<file path="src/rtl/laser_host_if.sv">
// Bundles the job-control, point-load, engine and result signals of laser_host.
// The master side drives commands and engine results; the slave side is the host itself.
interface laser_host_if;
    logic       start;
    logic       wr_en;
    logic [5:0] wr_addr;
    logic [7:0] wr_data;

    logic [3:0] X;
    logic [3:0] Y;
    logic       LASER_RST;
    logic [3:0] C1X;
    logic [3:0] C1Y;
    logic [3:0] C2X;
    logic [3:0] C2Y;
    logic       DONE;

    logic       busy;
    logic       result_valid;
    logic [3:0] r_c1x;
    logic [3:0] r_c1y;
    logic [3:0] r_c2x;
    logic [3:0] r_c2y;
    logic [5:0] cover_cnt;
    logic       timeout;

    modport master (
        output start, wr_en, wr_addr, wr_data, C1X, C1Y, C2X, C2Y, DONE,
        input  X, Y, LASER_RST, busy, result_valid,
               r_c1x, r_c1y, r_c2x, r_c2y, cover_cnt, timeout
    );

    modport slave (
        input  start, wr_en, wr_addr, wr_data, C1X, C1Y, C2X, C2Y, DONE,
        output X, Y, LASER_RST, busy, result_valid,
               r_c1x, r_c1y, r_c2x, r_c2y, cover_cnt, timeout
    );
endinterface

</file>
<file path="src/rtl/laser_host.sv">
// Laser engine host: streams stored points to the engine, waits for its two
// circle centers, then scores how many points fall inside either circle.
module laser_host #(
    parameter int OBJ_NUM   = 40,
    parameter int TIMEOUT   = 2047,
    parameter int RADIUS_SQ = 16
) (
    input logic         CLK,
    input logic         RST,
    laser_host_if.slave bus
);
    typedef enum logic [2:0] {
        IDLE,
        RST_ENG,
        SEND,
        WAIT,
        SCORE,
        REPORT
    } state_t;

    localparam logic [5:0]  LAST_IDX = 6'(OBJ_NUM - 1);
    localparam logic [5:0]  CNT_MAX  = 6'(OBJ_NUM);
    localparam logic [6:0]  ADDR_LIM = 7'(OBJ_NUM);
    localparam logic [10:0] TMO_LIM  = 11'(TIMEOUT);
    localparam logic [8:0]  RAD_SQ   = 9'(RADIUS_SQ);

    state_t      state;
    logic [5:0]  idx;
    logic [10:0] wcnt;
    logic [7:0]  mem [OBJ_NUM];
    logic [3:0]  c1x, c1y, c2x, c2y;
    logic [5:0]  cnt;
    logic        tmo;
    logic [7:0]  cur_pt;
    logic        covered;
    logic        wr_ok;

    function automatic logic [3:0] abs_diff(input logic [3:0] a, input logic [3:0] b);
        logic signed [4:0] d;
        logic signed [4:0] n;
        d = $signed({1'b0, a}) - $signed({1'b0, b});
        n = -d;
        return d[4] ? n[3:0] : d[3:0];
    endfunction

    // Squared distance kept at 9 bits so two 8-bit squares never wrap.
    function automatic logic in_circle(input logic [7:0] pt, input logic [3:0] cx,
                                       input logic [3:0] cy);
        logic [3:0] dx, dy;
        logic [7:0] sx, sy;
        logic [8:0] s;
        dx = abs_diff(pt[3:0], cx);
        dy = abs_diff(pt[7:4], cy);
        sx = {4'b0, dx} * {4'b0, dx};
        sy = {4'b0, dy} * {4'b0, dy};
        s  = {1'b0, sx} + {1'b0, sy};
        return s <= RAD_SQ;
    endfunction

    function automatic logic [5:0] sat_inc(input logic [5:0] c);
        return (c >= CNT_MAX) ? CNT_MAX : c + 6'd1;
    endfunction

    assign cur_pt  = mem[idx];
    assign covered = in_circle(cur_pt, c1x, c1y) || in_circle(cur_pt, c2x, c2y);
    assign wr_ok   = bus.wr_en && (state == IDLE) && ({1'b0, bus.wr_addr} < ADDR_LIM);

    // Writes land on the same edge that accepts start, so the job sees them.
    always_ff @(posedge CLK) begin
        if (RST) begin
            for (int i = 0; i < OBJ_NUM; i++) begin
                mem[i] <= '0;
            end
        end else if (wr_ok) begin
            mem[bus.wr_addr] <= bus.wr_data;
        end
    end

    always_ff @(posedge CLK) begin
        if (RST) begin
            state <= IDLE;
            idx   <= '0;
            wcnt  <= '0;
            c1x   <= '0;
            c1y   <= '0;
            c2x   <= '0;
            c2y   <= '0;
            cnt   <= '0;
            tmo   <= 1'b0;
        end else begin
            case (state)
                IDLE: begin
                    if (bus.start) begin
                        tmo   <= 1'b0;
                        state <= RST_ENG;
                    end
                end
                RST_ENG: begin
                    idx   <= '0;
                    state <= SEND;
                end
                SEND: begin
                    if (idx == LAST_IDX) begin
                        idx   <= '0;
                        wcnt  <= '0;
                        state <= WAIT;
                    end else begin
                        idx <= idx + 6'd1;
                    end
                end
                WAIT: begin
                    wcnt <= wcnt + 11'd1;
                    // DONE wins over an expiring counter in the same cycle.
                    if (bus.DONE) begin
                        c1x   <= bus.C1X;
                        c1y   <= bus.C1Y;
                        c2x   <= bus.C2X;
                        c2y   <= bus.C2Y;
                        cnt   <= '0;
                        idx   <= '0;
                        state <= SCORE;
                    end else if (wcnt + 11'd1 == TMO_LIM) begin
                        c1x   <= '0;
                        c1y   <= '0;
                        c2x   <= '0;
                        c2y   <= '0;
                        cnt   <= '0;
                        tmo   <= 1'b1;
                        state <= REPORT;
                    end
                end
                SCORE: begin
                    if (covered) begin
                        cnt <= sat_inc(cnt);
                    end
                    if (idx == LAST_IDX) begin
                        idx   <= '0;
                        state <= REPORT;
                    end else begin
                        idx <= idx + 6'd1;
                    end
                end
                REPORT: begin
                    state <= IDLE;
                end
                default: begin
                    state <= IDLE;
                end
            endcase
        end
    end

    assign bus.X            = (state == SEND) ? cur_pt[3:0] : 4'd0;
    assign bus.Y            = (state == SEND) ? cur_pt[7:4] : 4'd0;
    assign bus.LASER_RST    = !((state == SEND) || (state == WAIT));
    assign bus.busy         = (state != IDLE);
    assign bus.result_valid = (state == REPORT);
    assign bus.r_c1x        = c1x;
    assign bus.r_c1y        = c1y;
    assign bus.r_c2x        = c2x;
    assign bus.r_c2y        = c2y;
    assign bus.cover_cnt    = cnt;
    assign bus.timeout      = tmo;
endmodule

</file>
<file path="src/flat_wrapper.sv">
// flat-port wrapper written by rule: the top's interface ports become plain ports
module laser_host_flat 
#(
    parameter int OBJ_NUM   = 40,
    parameter int TIMEOUT   = 2047,
    parameter int RADIUS_SQ = 16
)
  (CLK, RST, bus_start, bus_wr_en, bus_wr_addr, bus_wr_data, bus_C1X, bus_C1Y, bus_C2X, bus_C2Y, bus_DONE, bus_X, bus_Y, bus_LASER_RST, bus_busy, bus_result_valid, bus_r_c1x, bus_r_c1y, bus_r_c2x, bus_r_c2y, bus_cover_cnt, bus_timeout);
  laser_host_if bus_i ();
  input logic CLK;
  input logic RST;
  input wire logic [$bits(bus_i.start)-1:0] bus_start;
  input wire logic [$bits(bus_i.wr_en)-1:0] bus_wr_en;
  input wire logic [$bits(bus_i.wr_addr)-1:0] bus_wr_addr;
  input wire logic [$bits(bus_i.wr_data)-1:0] bus_wr_data;
  input wire logic [$bits(bus_i.C1X)-1:0] bus_C1X;
  input wire logic [$bits(bus_i.C1Y)-1:0] bus_C1Y;
  input wire logic [$bits(bus_i.C2X)-1:0] bus_C2X;
  input wire logic [$bits(bus_i.C2Y)-1:0] bus_C2Y;
  input wire logic [$bits(bus_i.DONE)-1:0] bus_DONE;
  output wire logic [$bits(bus_i.X)-1:0] bus_X;
  output wire logic [$bits(bus_i.Y)-1:0] bus_Y;
  output wire logic [$bits(bus_i.LASER_RST)-1:0] bus_LASER_RST;
  output wire logic [$bits(bus_i.busy)-1:0] bus_busy;
  output wire logic [$bits(bus_i.result_valid)-1:0] bus_result_valid;
  output wire logic [$bits(bus_i.r_c1x)-1:0] bus_r_c1x;
  output wire logic [$bits(bus_i.r_c1y)-1:0] bus_r_c1y;
  output wire logic [$bits(bus_i.r_c2x)-1:0] bus_r_c2x;
  output wire logic [$bits(bus_i.r_c2y)-1:0] bus_r_c2y;
  output wire logic [$bits(bus_i.cover_cnt)-1:0] bus_cover_cnt;
  output wire logic [$bits(bus_i.timeout)-1:0] bus_timeout;
  assign bus_i.start = bus_start;
  assign bus_i.wr_en = bus_wr_en;
  assign bus_i.wr_addr = bus_wr_addr;
  assign bus_i.wr_data = bus_wr_data;
  assign bus_i.C1X = bus_C1X;
  assign bus_i.C1Y = bus_C1Y;
  assign bus_i.C2X = bus_C2X;
  assign bus_i.C2Y = bus_C2Y;
  assign bus_i.DONE = bus_DONE;
  assign bus_X = bus_i.X;
  assign bus_Y = bus_i.Y;
  assign bus_LASER_RST = bus_i.LASER_RST;
  assign bus_busy = bus_i.busy;
  assign bus_result_valid = bus_i.result_valid;
  assign bus_r_c1x = bus_i.r_c1x;
  assign bus_r_c1y = bus_i.r_c1y;
  assign bus_r_c2x = bus_i.r_c2x;
  assign bus_r_c2y = bus_i.r_c2y;
  assign bus_cover_cnt = bus_i.cover_cnt;
  assign bus_timeout = bus_i.timeout;
  laser_host #(.OBJ_NUM(OBJ_NUM), .TIMEOUT(TIMEOUT), .RADIUS_SQ(RADIUS_SQ)) u_core (.CLK(CLK), .RST(RST), .bus(bus_i));
endmodule
</file>
<file path="config.mk">
export PLATFORM = sky130hd
export DESIGN_NAME = laser_host_flat
export DESIGN_NICKNAME = d
export VERILOG_FILES = /design/src/rtl/laser_host_if.sv /design/src/rtl/laser_host.sv /design/src/flat_wrapper.sv
export SDC_FILE = /design/constraint.sdc
export NUM_CORES = 1
export LEC_CHECK = 0
export CAP_MARGIN = 40
export CELL_PAD_IN_SITES_DETAIL_PLACEMENT = 2
export CELL_PAD_IN_SITES_GLOBAL_PLACEMENT = 2
export CORE_UTILIZATION = 50
export DETAILED_ROUTE_END_ITERATION = 16
export PLACE_DENSITY = 0.92
export SYNTH_ARGS = -nofsm -noshare
export SYNTH_HDL_FRONTEND = slang
export SYNTH_SLANG_ARGS = --single-unit
</file>
<file path="constraint.sdc">
create_clock -name CLK -period 20.3 [get_ports CLK]
set_clock_uncertainty 0.2 [all_clocks]
set_input_delay 4.06 -clock CLK [delete_from_list [all_inputs] [get_ports CLK]]
set_output_delay 4.06 -clock CLK [all_outputs]
set_load 0.02 [all_outputs]
</file>
==> flow_summary.yaml <==
hold_path:
  hp-class: "reg -> reg"
  holdPathStages: 1
  whs_endpoint: "u_core.wcnt[10]$_SDFFE_PP0P_"
  hold_start: "u_core.wcnt[10]$_SDFFE_PP0P_"
place:
  place_area_sq_um: 28800
  port_buffers: 68
  placedCellCount: 2611
  gp_congestion: 0.824
  place_hpwl_mm: 59.5
worst_setup_path:
  cp-start-kind: "flop"
  crit_type: "reg -> reg"
  r2r-end: "u_core.bus.cover_cnt[2]$_SDFFE_PP0P_"
  arrival_ns: 11.14
  worst_setup_path_end_kind: "flop"
  required_ns: 20.63
  cp_max_fo: 35
  r2r_setup_slack_ns: 9.48
  ff2ff_path_depth: 28
  cp_slowest_stage_delay_ns: 0.75
  critPathSlowestCell: "dfxtp_4"
floorplan:
  ios: 69
  die_h_microns: 231
  initial_core_util_pct: 50.9
  die_w_microns: 231
  coreArea_sq_um: 51600
  core.rowCount: 83
  die_area_sq_um: 53500
timing:
  worst_pin_slew_ns: 0.935
  setup_viol: 0
  final_hold_viol_count: 0
  rsz0062_at_grt: "no"
  period_share_pct: 53.3
  finalCriticalPeriod_ns: 10.82
  fin_hold_ws_ns: 0.318
  maxSlewViolCount: 0
  max_freq_mhz: 92.4
  slew_headroom_pct: 37.4
  tns_ns: 0
routing:
  drcViolationCount: 0
  routed_wl_mm: 102
  wl_per_cell_microns: 37.4
  top_layer_used: "met4"
  vias: 17500
  met2_length_mm: 52.1
  ant_nets: 0
  vias_per_cell: 6.42
  drtIter0Drc: 2174
  wl_met1_mm: 38.4
  met3WireLength_mm: 6.86
  drtPass1Iterations: 7
logic_synthesis:
  ys_top_cells_by_area: "edfxtp_1, mux4_2, and2_1"
  synth_cell_types: 59
  seq_area_frac_synth_pct: 62.2
  synth_warnings: 0
  netlist_instances: 1698
  ys_top_cells_by_count: "edfxtp_1, and2_1, mux4_2, nor2_1, inv_1"
  async_reset_ff_share_pct: 0
  syn_avg_cell_area_sq_um: 15.5
  syn-cell-area_sq_um: 26300
  synth-seq-cells: 561
  synth-edff-count: 512
  yosys.area.top_type: "edfxtp_1"
  synth_flop_cell: "edfxtp_1"
  yosysMostFrequentCell: "edfxtp_1"
  yosys.area.top_type_share_pct: 58.5
grt:
  grt_max_degree: 65
  grt_remaining_overflow: 0
  grt_pass1_vias: 18900
  antenna_found_initial: 2
  grt_use_total_pct: 39.3
  grt_pass1_wl_mm: 147
cts:
  cts_buffer_depth: 3
  cts_hold_buffers: 0
  insertion_delay_ns: 0.66
  cts_setup_buffers: 0
  cts_resized: 0
  htree_num_levels: 2
  path_clk_slew_ns: 0.07
  ctsRootBufferMaster: "clkbuf_16"
  numCtsBuffers: 59
  cts_tree: "yes"
  cts_sinks: 561
layout:
  syn_to_final_growth_pct: 16.7
  nets: 2114
  drive_above_1_share_pct: 16.9
  final_cells: 2726
  design_area_sq_um: 30700
power:
  total_power_mw: 3.16
  vdd_drop_max_uv: 67.2
  power_density_nw_per_um2: 103
  leakagePower_nw: 11.3
status:
  outcome: "complete, no violations"
run:
  maxCapViolCount: 0
==> per-layer routing <==
metal  vias up  global-route usage, %
met2      1030                   67.9
li1       6787                      -
met5         -                      0
met1      9422                   50.1
met4         0                   15.2
met3       264                   5.89
==> logic make-up after synthesis <==
logic type	share of synthesized area (%)
mux	14.6
xor+xnor	0.866
simple gates	11.6
flops	62.2
compound gates	3.55
other cells	0.0143
buf+inv	2.41
fa+ha+maj	4.79
==> per-stage QoR <==
step	utilization (%)	worst slack (ns)
after global routing	59.5	8.94
after CTS	59.4	9.48
after detailed placement	55.7	9.99
final	59.5	9.48
after global placement	55.1	10.15
after floorplan	-	11.97
==> registers in the layout, indices dropped and copies added, names as in the netlist, named ones only <==
register and flops:
u_core.state 3, u_core.bus.r_c1y 4, u_core.bus.r_c1x 4, u_core.bus.r_c2x 4
u_core.bus.cover_cnt 6, u_core.wcnt 11, u_core.bus.r_c2y 4, u_core.mem 512
u_core.bus.timeout 1, u_core.idx 6
==> worst max-delay path: cells and delay by family, from the launching register on <==
kind | cells | cell delay (ns)
AND/OR/NAND/NOR | 5 | 1.33
XOR/XNOR | 1 | 0.21
multiplexers | 3 | 1.81
flip-flops | 1 | 0.75
adder cells (fa/ha/maj) | 6 | 2.56
AO/OA/AOI/OAI | 7 | 2.39
buffers and inverters | 6 | 1.38
==> power by group <==
group	internal [mW]	switching [mW]
Clock	0.614	0.527
Combinational	0.252	0.415
Sequential	1.32	0.0374
Total	2.18	0.979
==> worst max path at each step <==
stage          startpoint                              endpoint  slack [ns]  cells after the start
2_1_floorplan        flop  u_core.bus.cover_cnt[2]$_SDFFE_PP0P_       11.97                     30
3_3_place_gp         flop  u_core.bus.cover_cnt[2]$_SDFFE_PP0P_       10.15                     30
3_5_place_dp         flop  u_core.bus.cover_cnt[2]$_SDFFE_PP0P_        9.99                     28
4_1_cts              flop  u_core.bus.cover_cnt[2]$_SDFFE_PP0P_        9.48                     28
5_1_grt              flop  u_core.bus.cover_cnt[2]$_SDFFE_PP0P_        8.94                     28
6_report             flop  u_core.bus.cover_cnt[2]$_SDFFE_PP0P_        9.48                     28
==> placed cells by master, fill, tap and decap left out, types with 12 or more instances in the layout <==
cell / Yosys / routed
mux4_2: 168 / 168
edfxtp_1: 512 / 512
a21oi_1: 25 / 25
nor2b_1: 12 / 12
xor2_1: 13 / 13
nand2_1: 30 / 30
dfxtp_1: 49 / 45
buf_2: 12 / 22
a22o_1: 17 / 17
clkdlybuf4s50_1: 0 / 60
clkinv_1: 0 / 17
clkbuf_16: 0 / 59
fa_1: 26 / 26
conb_1: 1 / 192
buf_4: 2 / 39
ha_1: 59 / 59
clkinv_2: 0 / 13
and2_1: 327 / 327
o21ai_0: 59 / 59
inv_1: 71 / 71
nor2_1: 105 / 105
xnor2_1: 13 / 13
==> area by class of cell <==
type                    instances  area (sq um)
flip-flops and latches        561         16400
well taps                     680           851
diodes                          1          2.50
inverters                      74           278
repair buffers                133          1250
multi-input cells            1165         10000
clock buffers                  69          1550
fillers                      4393         20900
clock inverters                43           363
No activity file was read; power rests on OpenSTA's default activity.
